`src/rtl/wh_output_arbiter.sv`:
```
// rtl/wh_output_arbiter.sv - round-robin wormhole arbiter for one router output port
module wh_output_arbiter #(
    parameter int NPORT = 5,
    parameter int CNT_W = 16
) (
    input  logic             clk,
    input  logic             rst_n,
    input  logic [NPORT-1:0] head_req,
    input  logic [NPORT-1:0] in_valid,
    input  logic [NPORT-1:0] in_tail,
    input  logic             out_ready,
    output logic [NPORT-1:0] grant,
    output logic [2:0]       sel,
    output logic             locked,
    output logic             fire,
    output logic [CNT_W-1:0] pkt_count
);

    // Select value that drives no demux output while the port is unowned.
    localparam logic [2:0] SEL_IDLE = 3'b111;
    localparam logic [2:0] LAST_IDX = 3'(NPORT - 1);

    typedef enum logic {
        ST_IDLE,
        ST_LOCKED
    } state_t;

    state_t           state_q, state_d;
    logic [2:0]       ptr_q, ptr_d;
    logic [2:0]       sel_q, sel_d;
    logic [NPORT-1:0] grant_q, grant_d;
    logic [CNT_W-1:0] cnt_q, cnt_d;

    logic             arb_found;
    logic [2:0]       arb_idx;
    logic [3:0]       cand;
    logic             owner_valid;
    logic             owner_tail;
    logic [2:0]       ptr_after_owner;

    // Owner's flit qualifiers; masking with the one-hot grant means the
    // idle select code never indexes the request vectors, and non-owner
    // valid/tail bits cannot leak into the transfer decision.
    always_comb begin
        owner_valid = |(grant_q & in_valid);
        owner_tail  = |(grant_q & in_tail);
    end

    // A flit moves only while locked, the owner presents one and downstream has room.
    always_comb begin
        fire = (state_q == ST_LOCKED) && owner_valid && out_ready;
    end

    // Round-robin search starting at ptr_q, wrapping modulo NPORT; first hit wins.
    always_comb begin
        arb_found = 1'b0;
        arb_idx   = 3'd0;
        cand      = 4'd0;
        for (int i = 0; i < NPORT; i++) begin
            cand = {1'b0, ptr_q} + 4'(i);
            if (cand >= 4'(NPORT)) begin
                cand = cand - 4'(NPORT);
            end
            if (!arb_found && head_req[cand[2:0]]) begin
                arb_found = 1'b1;
                arb_idx   = cand[2:0];
            end
        end
    end

    // Pointer value that gives priority to the port just after the releasing owner.
    always_comb begin
        if (sel_q >= LAST_IDX) begin
            ptr_after_owner = 3'd0;
        end else begin
            ptr_after_owner = sel_q + 3'd1;
        end
    end

    // Next-state logic: grant on a winning head, hold through body flits,
    // release and advance the pointer when the tail transfers.
    always_comb begin
        state_d = state_q;
        ptr_d   = ptr_q;
        sel_d   = sel_q;
        grant_d = grant_q;
        cnt_d   = cnt_q;
        unique case (state_q)
            ST_IDLE: begin
                if (arb_found) begin
                    state_d = ST_LOCKED;
                    sel_d   = arb_idx;
                    grant_d = {{(NPORT-1){1'b0}}, 1'b1} << arb_idx;
                end
            end
            ST_LOCKED: begin
                // head_req is deliberately ignored here: the packet owns the
                // channel until its tail goes, however long that takes.
                if (fire && owner_tail) begin
                    state_d = ST_IDLE;
                    sel_d   = SEL_IDLE;
                    grant_d = '0;
                    ptr_d   = ptr_after_owner;
                    cnt_d   = cnt_q + 1'b1;
                end
            end
            default: begin
                state_d = ST_IDLE;
                sel_d   = SEL_IDLE;
                grant_d = '0;
            end
        endcase
    end

    // State registers; reset abandons any packet in flight.
    always_ff @(posedge clk or negedge rst_n) begin
        if (!rst_n) begin
            state_q <= ST_IDLE;
            ptr_q   <= 3'd0;
            sel_q   <= SEL_IDLE;
            grant_q <= '0;
            cnt_q   <= '0;
        end else begin
            state_q <= state_d;
            ptr_q   <= ptr_d;
            sel_q   <= sel_d;
            grant_q <= grant_d;
            cnt_q   <= cnt_d;
        end
    end

    // Registered outputs straight from state.
    always_comb begin
        grant     = grant_q;
        sel       = sel_q;
        locked    = (state_q == ST_LOCKED);
        pkt_count = cnt_q;
    end

endmodule

```
`config.mk`:
```
export PLATFORM = sky130hd
export DESIGN_NAME = wh_output_arbiter
export DESIGN_NICKNAME = d
export VERILOG_FILES = /design/src/rtl/wh_output_arbiter.sv
export SDC_FILE = /design/constraint.sdc
export NUM_CORES = 1
export LEC_CHECK = 0
export ABC_AREA = 1
export CORE_ASPECT_RATIO = 0.6
export CORE_MARGIN = 4
export CORE_UTILIZATION = 38
export CTS_BUF_LIST = sky130_fd_sc_hd__clkbuf_2
export CTS_CLUSTER_SIZE = 10
export DETAILED_ROUTE_END_ITERATION = 10
export PLACE_DENSITY = 0.61
export SYNTH_ARGS = -nofsm -noshare
export SYNTH_HDL_FRONTEND = slang
export SYNTH_SLANG_ARGS = --single-unit
```
`constraint.sdc`:
```
create_clock -name clk -period 3.3 [get_ports clk]
set_clock_uncertainty 0.05 [all_clocks]
set_input_delay 0.66 -clock clk [delete_from_list [all_inputs] [get_ports clk]]
set_output_delay 0.66 -clock clk [all_outputs]
set_load 0.02 [all_outputs]
```
# ---- Yosys cells after proc, flatten, opt, wreduce, memory -nomap -nowiden
# Cells that the tools add are included.
dict set report op_classes {
  n_addsub 11
  mux 35
  reduce_logical 15
  eq_ne 2
  n_lt_le_gt_ge 11
  n_bitwise 3
  n_shift 1
}
# cell n
set op_table {}
lappend op_table {{3-bit 2-to-1 mux} 13}
lappend op_table {{3-bit by 4-bit less-than comparator with 1-bit output (second input constant)} 5}
lappend op_table {{16-bit by 1-bit adder with 16-bit output (second input constant)} 1}
lappend op_table {{4-bit by 3-bit greater-or-equal comparator with 1-bit output (second input constant)} 4}
lappend op_table {{1-bit binary-select mux with 3-bit select} 5}
lappend op_table {{3-bit subtractor (second input constant)} 5}
lappend op_table {{1-bit 2-to-1 mux} 12}
lappend op_table {{5-bit bitwise AND} 2}
lappend op_table {{5-bit 2-to-1 mux} 2}
lappend op_table {{5-bit case mux with 2 select lines} 1}
lappend op_table {{5-bit OR reduction} 2}
lappend op_table {{3-bit by 2-bit adder with 4-bit output (second input constant)} 2}
lappend op_table {{1-bit logical AND} 7}
lappend op_table {{3-bit greater-or-equal comparator (second input constant)} 2}
lappend op_table {{3-bit case mux with 2 select lines} 1}
lappend op_table {{1-bit by 3-bit left shift with 5-bit output (first input constant)} 1}
lappend op_table {{3-bit by 1-bit adder with 4-bit output (second input constant)} 1}
lappend op_table {{3-bit by 3-bit adder with 4-bit output (second input constant)} 1}
lappend op_table {{1-bit logical NOT} 4}
lappend op_table {{2-bit AND reduction} 2}
lappend op_table {{3-bit by 1-bit adder with 3-bit output (second input constant)} 1}
lappend op_table {{2-bit by 1-bit != test with 1-bit output (second input constant)} 1}
lappend op_table {{2-bit != test (second input constant)} 1}
lappend op_table {{1-bit case mux with 2 select lines} 1}
lappend op_table {{1-bit NOT} 1}
dict set report word_totals {
  output_inout_bits 26
  word_cells 83
  register_bits 28
}

# ---- Logic depth before layout (Yosys ltp)
dict set report depth {
  word_depth 20
  depth_mapped 20
  mapped_depth_nobuf 20
}

# ---- Worst setup path after synthesis
# OpenSTA, ideal clock, no wires.
dict set report synth_path {
  path_kind {reg2reg}
  from {reg ptr_q[0]}
  to {reg grant_q[1], in the netlist grant[1]}
  required_ps 3132
  slack_ps 687
  period_less_slack_ps 2613
  path_stages_with_launch 19
  arrival_ps 2445
  n_path_buf 0
  cell_sequence {dfrtp_1 inv_2 ha_1 inv_1 fa_1 inv_1 nand2_1 o21ai_0 nand3_1 nand2_1 nand2_1 nand2_1 nand3_1 nor2_1 nor2_1 nand3_1 inv_1 nand3_1 nand2_1}
}
dict set report synth_between {
  elab_chain_len 20
  word_cells_on_any_way 52
  cone_classes {add/sub: 9; order compare: 5; eq/ne: 1; shift: 1; mux: 27; reduce/logical: 9}
}
# element line_no
set synth_rtl {}
lappend synth_rtl {{from (decl)} 29} ;# logic [2:0] ptr_q, ptr_d;
lappend synth_rtl {{from (signal assigned)} 125} ;# ptr_q <= ptr_d;
lappend synth_rtl {{parallel branches: the longest is 20 deep, another holds 3-bit by 1-bit adder with 4-bit output} n/a}
lappend synth_rtl {{to (signal assigned)} 127} ;# grant_q <= grant_d;
lappend synth_rtl {{to (decl)} 31} ;# logic [NPORT-1:0] grant_q, grant_d;
# Parallel ways; which one is timed is not known. The select of a mux whose other input is x is not followed.
# A chain may end at the register's enable or synchronous reset.

# ---- Final worst setup path
dict set report layout_path {
  from {reg ptr_q[1]}
  to {reg grant_q[1], in the netlist grant[1]}
}
# The elaborated chain is that of the path after synthesis.

==> impl_metrics.csv <==
group,metric,value,unit
flow_run,drv_cap,0,
die,core,5700,sq um
die,rows,21,
setup_path,crit_top_cell,"nand2_1",
timing,worst_pin_slew,0.411,ns
setup_path,startpoint_type,"flop",
setup_path,cp.required,3.55,ns
logic_synthesis,synth-edff-count,0,
setup_path,worstReg2RegStart,"ptr_q[1]",
die,io_pins,44,
logic_synthesis,yosysUniqueCellTypes,34,
clock_network,path_clk_slew,0.27,ns
clock_network,numCtsBuffers,3,
detailed_routing,drt-initial-drc-count,213,
setup_path,crit_buf_inv,3,
timing,final_hold_viol_count,0,
die,dieArea,7370,sq um
placed_design,portBuffers,43,
detailed_routing,drc,0,
setup_path,ff2ff_path_depth,17,
logic_synthesis,synth.net_count,361,
worst_hold_path,hold_path.class,"flop to flop",
detailed_routing,drtAntennaViolNets,0,
logic_synthesis,yosysMostFrequentCell,"nand2_1",
global_routing,grt_max_degree,29,
setup_path,end_kind,"flop",
die,initial_core_util,40.1,%
timing,finalCritPeriodShare,89.2,%
timing,setup-tns-final,0,ns
detailed_routing,num_vias,2300,
logic_synthesis,yosys_warnings,0,
logic_synthesis,syn_inst,331,
global_routing,met3_usage,5.09,%
setup_path,cp.arrival,3.19,ns
worst_hold_path,hold_depth,1,
global_routing,grt_pass1_wl,10300,um
timing,max_slew_margin,72.6,%
power_and_ir_drop,peakVddDrop,0.000139,V
logic_synthesis,synth_seq_area_share,30.8,%
timing,fmax,340,MHz
logic_synthesis,netlist_area,2290,sq um
die,die_w,108,um
setup_path,slowest_stage,"dfrtp_1",
timing,rsz0062_at_grt,"no",
cells_and_area,drive_gt1_share,9.47,%
global_routing,grt_pass1_vias,1955,
logic_synthesis,synthTopCellsByArea,"dfrtp_1 27%, nand2_1 17%, nand3_1 11%",
die,die_h,68.1,um
global_routing,globalRouteTotalUtil,17.9,%
logic_synthesis,synth_ff_type,"dfrtp_1",
setup_path,cp_slowest_stage_delay,0.56,ns
setup_path,r2r_setup_slack,0.36,ns
logic_synthesis,syn_area_per_cell,6.91,sq um
detailed_routing,drt-total-wl,6310,um
setup_path,path_delay_family,"simple AND/OR/NAND/NOR gates",
clock_network,cts_hold_buf,0,
clock_network,cts_tree,"yes",
clock_network,htree_num_levels,1,
clock_network,cts-root-buf,"clkbuf_2",
global_routing,grt_overflow,0,
placed_design,dp_hpwl,5110,um
status,status,"complete, no violations",
setup_path,timing_worst_setup_path_type,"flop to flop",
power_and_ir_drop,power.leakage,1.49,nW
logic_synthesis,synth_common_cells,"106 x nand2_1, 50 x nand3_1, 39 x inv_1",
logic_synthesis,synth_top_cell_by_area,"dfrtp_1",
clock_network,clkLatencyLatePin,0.38,ns
detailed_routing,dr.pass1.iters,5,
logic_synthesis,ys_seq_elements,28,
cells_and_area,diodes,0,
detailed_routing,routed_via_density,5.00,
timing,setup_slack,0.358,ns
setup_path,crit-reg2reg-capture,"grant[1]",
setup_path,path_cells,"ha_1 > inv_1 > fa_1 > inv_1 > nand2_1 > o21ai_1 > nand3_1 > nand2_1 > nand2_1 > nand2_1 > nand3_1 > nor2_1 > nor2_1 > nand3_1 > inv_1 > nand3_1 > nand2_1",
cells_and_area,syn2layout_area_growth,26.0,%
global_routing,antenna_found_initial,0,
timing,finalSetupViolations,0,
cells_and_area,nNetsFinal,411,
global_routing,use_met1,30.0,%
detailed_routing,wl_per_cell,13.7,um
timing,slew_violations,0,
global_routing,met2_usage,22.2,%
logic_synthesis,yosysTopAreaCellShare,27.3,%
placed_design,place_congestion,0.887,
clock_network,cts.sinks,28,
placed_design,dp_slack,0.300,ns
timing,min_period,2.94,ns
global_routing,busiest_layer,"met1",
logic_synthesis,ys_async_sr_fraction,100,%
setup_path,cp_max_fo,7,
power_and_ir_drop,powerDensity,212,nW/um^2
worst_hold_path,worstHoldEndpoint,"pkt_count[15]",
clock_network,clk_path_buf_depth,2,
worst_hold_path,hp-start,"pkt_count[15]",
-- where the power goes --
part	total (W)	internal, W	leakage (nW)	switching (W)
clock	0.000210	0.000104	0.0266	0.000105
combinational	0.0000570	0.0000273	1.12	0.0000297
sequential	0.000344	0.000344	0.344	0
-- layout by cell type, fill, tap and decap left out, drive strengths merged --
cell type | Yosys | final
nand2 | 114 | 114
nand3 | 55 | 55
inv | 44 | 44
clkdlybuf4s50 | 0 | 43
dfrtp | 25 | 25
nor2 | 19 | 19
o21ai | 16 | 16
ha | 11 | 11
nand4 | 10 | 10
xor2 | 9 | 9
xnor2 | 7 | 7
a21oi | 4 | 4
buf | 1 | 4
clkbuf | 1 | 3
dfstp | 3 | 3
a221oi | 2 | 2
nor3 | 2 | 2
nor3b | 2 | 2
nand3b | 2 | 2
o21a | 1 | 1
clkinv | 1 | 1
nor4 | 1 | 1
fa | 1 | 1
bufinv | 0 | 1
-- cells by family (layout without fill, tap and decap cells) --
kind of cell	Yosys count	after routing	share of synthesized area, %
simple gates	205	205	41.8
compound gates	23	23	6.12
buf+inv	47	96	7.93
xor+xnor	16	16	6.45
flops	28	28	30.8
fa+ha+maj	12	12	6.89
-- stage by stage --
step | util (%) | hold WS (ns) | area (sq um) | instances | power [W]
finish | 50.6 | 0.457 | 2880 | 460 | 0.000611
global route | 50.6 | 0.482 | 2880 | 460 | 0.000637
CTS | 50.6 | 0.459 | 2880 | 460 | 0.000618
detailed placement | 49.8 | 0.424 | 2840 | 456 | 0.000406
global placement | 49.8 | 0.422 | 2840 | 456 | 0.000406
floorplan | - | 0.314 | 2290 | 331 | 0.000371
-- metal layers --
layer / part of all wire (%) / routed length (um)
met2: 34 / 2170
met5: 0 / 0
met4: 0 / 0
met1: 55 / 3500
met3: 10 / 644
-- flip-flops by register name (all words and copies together) (netlist names) --
name,cells
ptr_q,3
locked,1
grant,5
pkt_count,16
sel,3
-- layout make-up --
class / instances / area (sq um)
clock buffers: 3 / 15.0
clock inverters: 1 / 30.0
fillers: 559 / 2820
inverters: 45 / 170
multi-input cells: 256 / 1400
flip-flops and latches: 28 / 704
well taps: 80 / 100
repair buffers: 47 / 460
-- worst reg2reg max path, stage by stage, from the launching register on --
cell     delay, ns
dfrtp_1       0.56
ha_1          0.20
inv_1         0.06
fa_1          0.35
inv_1         0.11
nand2_1       0.17
o21ai_1       0.32
nand3_1       0.12
nand2_1       0.11
nand2_1       0.06
nand2_1       0.11
nand3_1       0.13
nor2_1        0.10
nor2_1        0.05
nand3_1       0.18
inv_1         0.06
nand3_1       0.07
nand2_1       0.06
-- how the worst max path moves through the flow --
| stage | endpoint | slack, ns | startpoint | cells past startpoint |
|---|---|---|---|---|
| global placement | pkt_count[12] | 0.34 | in_valid[2] | 14 |
| global route | sel[1] | 0.04 | ptr_q[1] | 15 |
| detailed placement | pkt_count[12] | 0.30 | in_valid[4] | 14 |
| CTS | grant[1] | 0.25 | ptr_q[1] | 16 |
| finish | grant[1] | 0.36 | ptr_q[1] | 17 |
| floorplan | grant[1] | 0.69 | ptr_q[0] | 18 |
-- repair_timing --
action / CTS / global route
setup buffers: 0 / 0
endpoints found under the setup margin: 0 / 6
resized for setup: 0 / 1
endpoints found under the hold margin: 0 / 0
No activity file was read; power rests on OpenSTA's default activity.
